==> config.mk <==
export PLATFORM = sky130hd
export DESIGN_NAME = pe_group_feeder
export DESIGN_NICKNAME = d
export VERILOG_FILES = /design/src/rtl/pe_group_feeder.sv
export SDC_FILE = /design/constraint.sdc
export NUM_CORES = 2
export LEC_CHECK = 0
export ABC_AREA = 0
export CAP_MARGIN = 15
export CORE_MARGIN = 2
export CORE_UTILIZATION = 24
export CTS_BUF_LIST = sky130_fd_sc_hd__clkbuf_8
export DETAILED_ROUTE_END_ITERATION = 10
export GPL_TIMING_DRIVEN = 0
export PLACE_DENSITY_LB_ADDON = 0.15
export SLEW_MARGIN = 20
export SYNTH_ARGS = -nofsm -noshare
export SYNTH_HDL_FRONTEND = slang
export SYNTH_SLANG_ARGS = --single-unit
==> constraint.sdc <==
create_clock -name clk -period 44.3 [get_ports clk]
set_clock_uncertainty 0.15 [all_clocks]
set_input_delay 13.29 -clock clk [delete_from_list [all_inputs] [get_ports clk]]
set_output_delay 13.29 -clock clk [all_outputs]
set_load 0.005 [all_outputs]
==> src/rtl/pe_group_feeder.sv <==
// Holds one operand tile and streams it into the PE group's weight, input and
// partial-sum channels, repeating the tile a latched number of passes.
module pe_group_feeder #(
  parameter int DataWidth = 32,
  parameter int W_Count   = 4,
  parameter int I_Count   = 7,
  parameter int O_Count   = 4,
  parameter int AddrWidth = 3
) (
  input  logic                 clk,
  input  logic                 aclr,
  input  logic                 LoadValid,
  output logic                 LoadRdy,
  input  logic [1:0]           LoadSel,
  input  logic [AddrWidth-1:0] LoadAddr,
  input  logic [DataWidth-1:0] LoadData,
  input  logic                 Start,
  input  logic [3:0]           Passes,
  output logic                 Busy,
  output logic                 Done,
  output logic                 W_DataOutValid,
  input  logic                 W_DataOutRdy,
  output logic [DataWidth-1:0] W_DataOut,
  output logic                 I_DataOutValid,
  input  logic                 I_DataOutRdy,
  output logic [DataWidth-1:0] I_DataOut,
  output logic                 O_DataOutValid,
  input  logic                 O_DataOutRdy,
  output logic [DataWidth-1:0] O_DataOut
);

  // top state | meaning
  // TOP_IDLE  | waiting for Start, loads allowed
  // TOP_RUN   | channels streaming, Busy = 1
  // TOP_DONE  | one-cycle Done pulse, channels return to idle
  // channel   | meaning
  // CH_IDLE   | no transfer
  // CH_SEND   | Valid high, word buffer[idx] offered
  // CH_FIN    | all passes sent, waiting for the other channels
  typedef enum logic [1:0] {TOP_IDLE, TOP_RUN, TOP_DONE} top_state_t;
  typedef enum logic [1:0] {CH_IDLE, CH_SEND, CH_FIN} ch_state_t;

  localparam int Depth = 1 << AddrWidth;

  function automatic int count_of(input int c);
    case (c)
      0:       count_of = W_Count;
      1:       count_of = I_Count;
      default: count_of = O_Count;
    endcase
  endfunction

  top_state_t top_q, top_d;
  ch_state_t  ch_q [3];
  ch_state_t  ch_d [3];
  logic [AddrWidth-1:0] idx_q [3];
  logic [AddrWidth-1:0] idx_d [3];
  logic [3:0] pass_q [3];
  logic [3:0] pass_d [3];
  logic [3:0] passes_q;
  logic [DataWidth-1:0] buf_q [3][Depth];
  logic [2:0] rdy;
  logic [2:0] valid;
  logic start_go;
  logic all_fin;
  logic load_en;

  assign rdy      = {O_DataOutRdy, I_DataOutRdy, W_DataOutRdy};
  assign Busy     = (top_q == TOP_RUN);
  assign Done     = (top_q == TOP_DONE);
  assign LoadRdy  = ~Busy;
  assign start_go = (top_q == TOP_IDLE) && Start;
  assign all_fin  = (ch_q[0] == CH_FIN) && (ch_q[1] == CH_FIN) && (ch_q[2] == CH_FIN);

  // Out-of-range and discard writes are still handshaken, just not stored.
  assign load_en = LoadValid && LoadRdy && (LoadSel != 2'd3) &&
                   (int'(LoadAddr) < count_of(int'(LoadSel)));

  always_ff @(posedge clk or posedge aclr) begin
    if (aclr) begin
      for (int c = 0; c < 3; c++)
        for (int a = 0; a < Depth; a++)
          buf_q[c][a] <= '0;
    end else if (load_en) begin
      buf_q[LoadSel][LoadAddr] <= LoadData;
    end
  end

  always_comb begin
    top_d = top_q;
    case (top_q)
      TOP_IDLE: if (Start) top_d = TOP_RUN;
      TOP_RUN:  if (all_fin) top_d = TOP_DONE;
      TOP_DONE: top_d = TOP_IDLE;
      default:  top_d = TOP_IDLE;
    endcase
  end

  always_comb begin
    for (int c = 0; c < 3; c++) begin
      ch_d[c]   = ch_q[c];
      idx_d[c]  = idx_q[c];
      pass_d[c] = pass_q[c];
      case (ch_q[c])
        CH_IDLE: begin
          if (start_go) begin
            ch_d[c]   = CH_SEND;
            idx_d[c]  = '0;
            pass_d[c] = '0;
          end
        end
        CH_SEND: begin
          if (rdy[c]) begin
            if (idx_q[c] == AddrWidth'(count_of(c) - 1)) begin
              idx_d[c]  = '0;
              pass_d[c] = pass_q[c] + 4'd1;
              if (pass_q[c] + 4'd1 == passes_q) ch_d[c] = CH_FIN;
            end else begin
              idx_d[c] = idx_q[c] + 1'b1;
            end
          end
        end
        CH_FIN: begin
          if (top_q == TOP_DONE) begin
            ch_d[c]   = CH_IDLE;
            pass_d[c] = '0;
          end
        end
        default: ch_d[c] = CH_IDLE;
      endcase
    end
  end

  always_ff @(posedge clk or posedge aclr) begin
    if (aclr) begin
      top_q    <= TOP_IDLE;
      passes_q <= '0;
      for (int c = 0; c < 3; c++) begin
        ch_q[c]   <= CH_IDLE;
        idx_q[c]  <= '0;
        pass_q[c] <= '0;
      end
    end else begin
      top_q <= top_d;
      if (start_go) passes_q <= (Passes == 4'd0) ? 4'd1 : Passes;
      for (int c = 0; c < 3; c++) begin
        ch_q[c]   <= ch_d[c];
        idx_q[c]  <= idx_d[c];
        pass_q[c] <= pass_d[c];
      end
    end
  end

  always_comb begin
    for (int c = 0; c < 3; c++) valid[c] = (ch_q[c] == CH_SEND);
  end

  assign W_DataOutValid = valid[0];
  assign I_DataOutValid = valid[1];
  assign O_DataOutValid = valid[2];
  assign W_DataOut      = buf_q[0][idx_q[0]];
  assign I_DataOut      = buf_q[1][idx_q[1]];
  assign O_DataOut      = buf_q[2][idx_q[2]];

endmodule

==> results.sh <==
export IMPL_status="complete, no violations"
export IMPL_vdd_ir_drop_max_mv=0.02630
export IMPL_clock_sinks=801
export IMPL_net_switching_power_mw=0.3670
export IMPL_finish_utilization=0.2905
export IMPL_drt_vias_per_instance=4.600
export IMPL_layout_cells_most_common="mux2_2"
export IMPL_cp_slowest_cell="clkbuf_1"
export IMPL_grt_ovfl_total=0
export IMPL_grt_max_degree=109
export IMPL_p_leak_nw=21.09
export IMPL_cp_common_cell="clkbuf_1"
export IMPL_hp_class="register to register"
export IMPL_fin_crit_sh=0.4009
export IMPL_synth_cell_type_count=52
export IMPL_sequentialPowerShare=0.483
export IMPL_critPathTopFamily="buffers and inverters"
export IMPL_synth_top_cell_by_area="dfrtp_1"
export IMPL_period_minus_slack_ps=17760
export IMPL_syn_num_nets=2342
export IMPL_ys_ff_latch=801
export IMPL_dp_slack_ps=27370
export IMPL_initial_core_util=0.2418
export IMPL_dieHeight_um=395.2
export IMPL_p_total_mw=1.517
export IMPL_dieArea_um2=156200
export IMPL_hold_slack_ps=333.9
export IMPL_area_growth_pct=20.12
export IMPL_clkSlewWorstSetupHoldPaths_ps=60
export IMPL_drv_slew=0
export IMPL_drt_initial_drc_count=973
export IMPL_p_int_mw=1.150
export IMPL_hold_buffers=0
export IMPL_fillers=15140
export IMPL_path_class="register to output pin"
export IMPL_wl_um=124400
export IMPL_post_cts_buffers=0
export IMPL_die_w_um=395.2
export IMPL_cp_arrival_ps=4320
export IMPL_cts_buffers=151
export IMPL_rsz0062_at_grt="false"
export IMPL_cp_max_fo=10
export IMPL_cpPeakStageDelay_ps=710
export IMPL_io_pin_count=150
export IMPL_antenna_found_initial=9
export IMPL_root_buffer="clkbuf_8"
export IMPL_power_density_nw_per_um2=34.38
export IMPL_final_cell_mix="mux2_2, dfrtp_1, mux4_2"
export IMPL_tns_ps=0
export IMPL_switching_share=0.2419
export IMPL_crit_chain="clkbuf_1 -> clkbuf_1 -> clkbuf_1 -> mux4_2 -> mux2_2 -> clkdlybuf4s50_1"
export IMPL_drive_gt1_frac=0.5262
export IMPL_synth_cells=2276
export IMPL_hold_violations=0
export IMPL_clk_latency_ps=860
export IMPL_syn_avg_cell_area_um2=16.14
export IMPL_grt_total_usage=0.1607
export IMPL_grt_pass1_vias=24400
export IMPL_synthTopCellsByArea="dfrtp_1, mux2_2, mux4_2, mux2_4, buf_2"
export IMPL_slew_headroom=0.2204
export IMPL_syn_area_um2=36730
export IMPL_critPathRequiredTime_ps=30860
export IMPL_routabilityCongestion=0.7638
export IMPL_dpl_hpwl_um=84570
export IMPL_vias=21750
export IMPL_post_cts_resized=0
export IMPL_power_share_clock=0.490
export IMPL_nets=2652
export IMPL_core_um2=151900
export IMPL_cts_path_max_buffers=3
export IMPL_antenna_left=0
export IMPL_synth_flop_cell="dfrtp_1"
export IMPL_ys_warn_count=0
export IMPL_cp_num_buf_inv=4
export IMPL_synthArstFlopShare=1.000
export IMPL_pwr_share_comb=0.027
export IMPL_cp_end_kind="output pin"
export IMPL_finalSetupViolCount=0
export IMPL_start_kind="register"
export IMPL_yosysSeqAreaShare=0.5457
export IMPL_drcViolationCount=0
export IMPL_cts_tree="done"
export IMPL_max_freq_mhz=56.30
export IMPL_synth_top_area_frac=0.5457
export IMPL_setup_slack_ps=26540
export IMPL_grt_first_pass_wirelength_um=180000
export IMPL_dr_pass1_iters=5
export IMPL_synth_edf_count=0
export IMPL_wl_per_cell_um=26.32
export IMPL_port_buffers=147
export IMPL_worstMarginPinSlew_ps=1169
export IMPL_htree_levels=4
export IMPL_drv_cap=0
export IMPL_rows=143
## metrics by stage
step | std cells | area [um2]
finish | 4728 | 44120
global route | 4727 | 44120
CTS | 4724 | 44090
detailed placement | 4462 | 41020
global placement | 4453 | 40740
floorplan | 2276 | 36730
## registers in the layout (all words and copies together) (netlist names)
| register | cells |
|---|---|
| buf_q | 768 |
| ch_q | 6 |
| idx_q | 9 |
| pass_q | 12 |
| passes_q | 4 |
| top_q | 2 |
## cell usage after synthesis (3+ instances only)
cell and number:
nor3_1 8, a21oi_1 5, buf_1 6, or3_1 3, xor2_1 6, dfrtp_1 801, mux2_2 808, nor4_2 5
nand3b_1 4, mux2_1 6, nand3_1 13, a211oi_1 3, nor2b_1 3, buf_6 6, buf_2 85, nand2_1 28
o21ai_0 13, mux2i_1 4, nand2b_1 8, mux2_4 60, inv_1 16, mux4_2 192, ha_1 18, clkbuf_1 107
xnor2_1 12, nor2_1 19
## cell type report
class                   instances  area [um2]  share of cell area
diodes                          3       7.507           0.0001701
plain buffers                 204       942.2             0.02135
clock buffers                 189        2601             0.05896
clock inverters                73       475.5             0.01078
inverters                      18       75.07            0.001701
multi-input cells            1253       15700              0.3559
flip-flops and latches        801       20040              0.4543
well taps                    2030        2540             0.05757
repair buffers                157        1734             0.03930
## kinds of logic after synthesis
logic type / Yosys count / share of synthesized area
XOR/XNOR: 18 / 0.004292
buffers and inverters: 222 / 0.02681
multiplexers: 1070 / 0.3929
adder cells (fa/ha/maj): 18 / 0.006132
AO/OA/AOI/OAI: 40 / 0.007494
flip-flops: 801 / 0.5457
AND/OR/NAND/NOR: 107 / 0.01666
## routing by layer
layer | vias up | GRT usage | share of wire
met1 | 11990 | 0.2105 | 0.45
met3 | 218 | 0.02781 | 0.037
met2 | 462 | 0.2651 | 0.49
met4 | 4 | 0.05991 | 0.031
met5 | - | 0 | 0.00022
li1 | 9074 | - | -
## power by group through the flow
| stage | combinational, mW | clock, mW | sequential (mW) |
|---|---|---|---|
| floorplan | 0.0200 | 0 | 0.747 |
| global placement | 0.0372 | 0 | 0.748 |
| detailed placement | 0.0421 | 0 | 0.746 |
| CTS | 0.0423 | 0.769 | 0.733 |
| global route | 0.0461 | 0.805 | 0.733 |
| finish | 0.0406 | 0.743 | 0.733 |
## path summary, 6_finish.rpt
kind,slack [ps],from,to,depth (start not counted)
max in group asynchronous,29340,aclr,buf_q[664],6
worst min-delay path,330,buf_q[618],buf_q[618],1
worst max-delay path,26540,idx_q[4],I_DataOut[30],6
worst min register to register,330,buf_q[618],buf_q[618],1
min in group asynchronous,12670,aclr,buf_q[704],2
worst max register to register,41280,top_q[0],buf_q[410],5
(Power assumes the default switching activity.)
